### src/rtl/tbu_ctrl.sv
`default_nettype none
// ============================================================================
//  Module   : tbu_ctrl
//  Purpose  : Survivor-bank ring and traceback job sequencer (8-state Viterbi)
//  Revision : 1.0  initial release
// ============================================================================
module tbu_ctrl #(
  parameter int DEPTH = 16,
  parameter int AW    = $clog2(DEPTH)
) (
  input  logic          clk,
  input  logic          rst,
  input  logic          dec_valid,
  output logic [3:0]    wr_en_bank,
  output logic [AW-1:0] wr_addr,
  output logic          rd_en,
  output logic [AW-1:0] rd_addr,
  output logic [1:0]    trn_bank,
  output logic [1:0]    dec_bank,
  output logic          tbu_enable,
  output logic          tbu_selection,
  output logic          blk_done,
  output logic          overrun
);

  localparam logic [AW-1:0] C_ADDR_LAST = AW'(DEPTH - 1);

  typedef enum logic [1:0] {
    S_IDLE   = 2'd0,
    S_TRAIN  = 2'd1,
    S_DECODE = 2'd2,
    S_GAP    = 2'd3
  } state_t;

  state_t     r_state;
  state_t     w_state_nxt;
  logic [1:0] r_wbank;
  logic       r_primed;
  logic       r_pend;
  logic [1:0] r_pend_trn;

  logic       w_fill;
  logic       w_new_req;
  logic       w_req_avail;
  logic       w_take;
  logic       w_slot_load;
  logic       w_lost;
  logic [1:0] w_job_trn;
  logic       w_cur_read;
  logic       w_nxt_read;

  assign w_fill      = dec_valid && (wr_addr == C_ADDR_LAST);
  assign w_new_req   = w_fill && r_primed;
  assign w_req_avail = r_pend || w_new_req;
  assign w_take      = ((r_state == S_IDLE) || (r_state == S_GAP)) && w_req_avail;
  // A pending request has priority; a same-cycle new request then refills the slot.
  assign w_slot_load = w_new_req && (w_take ? r_pend : !r_pend);
  assign w_lost      = w_new_req && r_pend && !w_take;
  assign w_job_trn   = r_pend ? r_pend_trn : r_wbank;
  assign w_cur_read  = (r_state == S_TRAIN) || (r_state == S_DECODE);
  assign w_nxt_read  = (w_state_nxt == S_TRAIN) || (w_state_nxt == S_DECODE);

  assign wr_en_bank  = dec_valid ? (4'b0001 << r_wbank) : 4'b0000;

  always_ff @(posedge clk or posedge rst) begin
    if (rst) begin
      wr_addr  <= '0;
      r_wbank  <= 2'd0;
      r_primed <= 1'b0;
    end else if (dec_valid) begin
      wr_addr <= wr_addr + AW'(1);
      if (w_fill) begin
        r_wbank  <= r_wbank + 2'd1;
        r_primed <= 1'b1;
      end
    end
  end

  always_ff @(posedge clk or posedge rst) begin
    if (rst) begin
      r_pend     <= 1'b0;
      r_pend_trn <= 2'd0;
      overrun    <= 1'b0;
      trn_bank   <= 2'd0;
      dec_bank   <= 2'd0;
    end else begin
      if (w_slot_load) begin
        r_pend     <= 1'b1;
        r_pend_trn <= r_wbank;
      end else if (w_take) begin
        r_pend <= 1'b0;
      end
      if (w_lost) begin
        overrun <= 1'b1;
      end
      if (w_take) begin
        trn_bank <= w_job_trn;
        dec_bank <= w_job_trn - 2'd1;
      end
    end
  end

  always_comb begin
    w_state_nxt = r_state;
    case (r_state)
      S_IDLE:   if (w_req_avail) w_state_nxt = S_TRAIN;
      S_TRAIN:  if (rd_addr == '0) w_state_nxt = S_DECODE;
      S_DECODE: if (rd_addr == '0) w_state_nxt = S_GAP;
      S_GAP:    w_state_nxt = w_req_avail ? S_TRAIN : S_IDLE;
      default:  w_state_nxt = S_IDLE;
    endcase
  end

  // rd_addr doubles as the phase counter; unit controls lag one cycle for RAM latency.
  always_ff @(posedge clk or posedge rst) begin
    if (rst) begin
      r_state       <= S_IDLE;
      rd_en         <= 1'b0;
      rd_addr       <= '0;
      tbu_enable    <= 1'b0;
      tbu_selection <= 1'b0;
      blk_done      <= 1'b0;
    end else begin
      r_state       <= w_state_nxt;
      rd_en         <= w_nxt_read;
      rd_addr       <= w_nxt_read ? (w_cur_read ? rd_addr - AW'(1) : C_ADDR_LAST) : '0;
      tbu_enable    <= w_cur_read;
      tbu_selection <= (r_state == S_DECODE);
      blk_done      <= (r_state == S_DECODE) && (rd_addr == '0);
    end
  end

endmodule
`default_nettype wire

### config.mk
export PLATFORM = sky130hd
export DESIGN_NAME = tbu_ctrl
export DESIGN_NICKNAME = d
export VERILOG_FILES = /design/src/rtl/tbu_ctrl.sv
export SDC_FILE = /design/constraint.sdc
export NUM_CORES = 1
export LEC_CHECK = 0
export CORE_ASPECT_RATIO = 0.6
export CORE_MARGIN = 5
export CORE_UTILIZATION = 25
export DETAILED_ROUTE_END_ITERATION = 10
export PLACE_DENSITY_LB_ADDON = 0.12
export SETUP_SLACK_MARGIN = 0.15
export SLEW_MARGIN = 10
export SYNTH_ARGS = -nofsm -noshare
export SYNTH_HDL_FRONTEND = slang
export SYNTH_SLANG_ARGS = --single-unit
### constraint.sdc
create_clock -name clk -period 2.6 [get_ports clk]
set_clock_uncertainty 0.1 [all_clocks]
set_input_delay 0.65 -clock clk [delete_from_list [all_inputs] [get_ports clk]]
set_output_delay 0.65 -clock clk [all_outputs]
set_load 0.005 [all_outputs]
==> reports/metrics.yaml <==
cts_made_buffers: 3
route.detailed.drc: 0
p_int_mw: 1.256
power_frac_seq_pct: 35.3
peakVddDrop_uv: 294.1
cp.arrival_ns: 1.58
syn2layout_area_growth_pct: 26.79
synth_area_um2: 1378
setup_viol: 0
yosys_warnings: 0
synth_top_family_by_area: "compound AO/OA/AOI/OAI gates"
rsz0062_at_grt: "no"
holdPathStages: 1
r2r_cells: 6
slew_viol_final: 0
cts_tree: "yes"
async_flop_share_pct: 100.0
dpl-instance-area_um2: 1693
pwr-share-clk_pct: 11.3
ys.flop_type: "dfrtp_1"
port_buffers: 23
layout-drive-gt1-share_pct: 19.87
finalWirelength_mm: 2.871
post_drt_via_cell_ratio: 4.456
cts.sinks: 25
synthAdderAreaFrac_pct: 9.809
grt_pass1_vias: 1018
num-nets-final: 165
cp_max_fo: 5
dr.pass1.iters: 4
synth_commonest_cells: "dfrtp_1, ha_1, inv_1"
clock_latency_ns: 0.27
yosysUniqueCellTypes: 34
worst_pin_slew_ns: 0.4821
detail-route-antenna-nets: 0
drv_cap: 0
netlist_top_cells_area: "dfrtp_1, ha_1, mux2_2"
ff2ff_setup_slack_ns: 0.44
yosysTopAreaCellShare_pct: 45.41
powerDensity_nw_per_um2: 1180
synthMuxAreaShare_pct: 9.264
leakage_nw: 0.7752
utilization_pct: 33.56
ys_seq_elements: 25
first_iter_violations: 51
ctsLongestPathBuffers: 2
power.share.switching_pct: 39.05
root_buffer: "clkbuf_8"
fmax_mhz: 428.4
dp_hpwl_mm: 2.204
die_w_um: 105.8
setup_tns_ns: 0
core_area_um2: 5205
clkSlewWorstSetupHoldPaths_ns: 0.09
status: "complete, no violations"
p_switching_mw: 0.8046
synth-edff-count: 0
pwr-share-comb_pct: 53.3
grt_usage_pct: 9.150
grt_max_degree: 26
syn_nets: 135
hold_violations: 0
htreeDepth: 1
synth-simple-area-share_pct: 11.44
grt_pass1_wl_mm: 5.099
critical_path_class: "reg -> out"
min_path_type: "reg -> reg"
yosysMostFrequentCell: "dfrtp_1"
timing.final.crit_share_pct: 89.78
synth_compound_area_share_pct: 12.53
gp_congestion: 0.7050
initial_core_util_pct: 26.47
end_kind: "output port"
boundaryPins: 24
grt_overflow_total: 0
final_area_um2: 1747
ys_seq_area_share_pct: 45.41
antenna-diode-count: 0
fin_crit_ns: 2.334
antenna_found_initial: 0
synthXorXnorAreaFrac_pct: 5.722
start_kind: "flop"
avgSynthCellArea_um2: 11.29
die_h_um: 67.50
vias: 967
syn_inst: 122
critPathRequiredTime_ns: 1.85
rows: 20
synth_top_cell_by_area: "dfrtp_1"
wire_per_inst_um: 13.23
hold_buffers: 0
slew_headroom_pct: 67.86
die_area_um2: 7144
power by group through the flow:
stage	Combinational [mW]	Sequential, mW	Clock, mW
2_1_floorplan	0.703	0.708	0
3_3_place_gp	1.07	0.737	0
3_5_place_dp	1.08	0.740	0
4_1_cts	1.09	0.736	0.247
5_1_grt	1.23	0.766	0.264
6_report	1.10	0.728	0.233
registers in the layout, summed over array words and instances, names as in the netlist:
signal	flops
r_state	2
dec_bank	2
tbu_enable	1
r_primed	1
rd_addr	4
r_wbank	2
tbu_selection	1
overrun	1
rd_en	1
wr_addr	4
r_pend_trn	2
blk_done	1
r_pend	1
trn_bank	2
cells in the final DEF, fill, tap and decap left out, drive strengths merged, types with 2 or more instances in the layout:
cell type      instances
clkbuf                 4
nor2                   4
dfrtp                 25
a21oi                  4
mux2                   6
xnor2                  6
o211ai                 4
xor2                   3
clkdlybuf4s50         22
and2                   5
mux2i                  6
ha                    10
buf                    7
nand2                  9
inv                   10
o21ai                  7
nand4                  2
logic make-up (layout without fill, tap and decap cells):
family	after synthesis	after routing
AO/OA/AOI/OAI	23	23
XOR/XNOR	9	9
adder cells (fa/ha/maj)	11	11
buffers and inverters	15	44
flip-flops	25	25
multiplexers	12	12
AND/OR/NAND/NOR	27	27
final timing paths:
kind,start,to
max in group asynchronous,rst,r_wbank[0]
worst max register to register,r_state[0],rd_addr[1]
min in group asynchronous,rst,wr_addr[3]
worst max-delay path,r_wbank[1],wr_en_bank[0]
worst min register to register,overrun,overrun
worst min-delay path,overrun,overrun
stage by stage:
step	total power [mW]	hold slack [ns]	setup WS (ns)	std cells
after floorplan	1.411	0.3663	0.6303	122
after global placement	1.805	0.3722	0.03094	212
after detailed placement	1.820	0.3861	0.006350	212
after CTS	2.073	0.4106	0.1539	216
after global routing	2.261	0.4259	0.1858	217
final	2.061	0.3953	0.2657	217
layout make-up:
cell class | instances | area (um2)
repair buffers | 30 | 281.5
clock buffers | 4 | 45.04
well taps | 66 | 82.58
multi-input cells | 82 | 671.9
fillers | 528 | 3458
flip-flops and latches | 25 | 628.1
inverters | 10 | 37.54
timing repair:
action                     CTS  global route
gates resized for setup      2             2
buffers inserted             0             1
setup endpoints to repair    4             3
critical path, cell delays in order (launching register included):
cell	delay, ns
dfrtp_2	0.46
inv_2	0.10
ha_1	0.14
and2_2	0.13
clkdlybuf4s50_1	0.49
routing by layer:
metal / track usage, % / up-vias / routed length, um
li1: - / 478 / -
met1: 13.02 / 467 / 1571
met2: 12.62 / 20 / 1123
met3: 3.247 / 2 / 155
met4: 3.393 / 0 / 21
met5: 0 / - / 0
(Power assumes the default switching activity.)
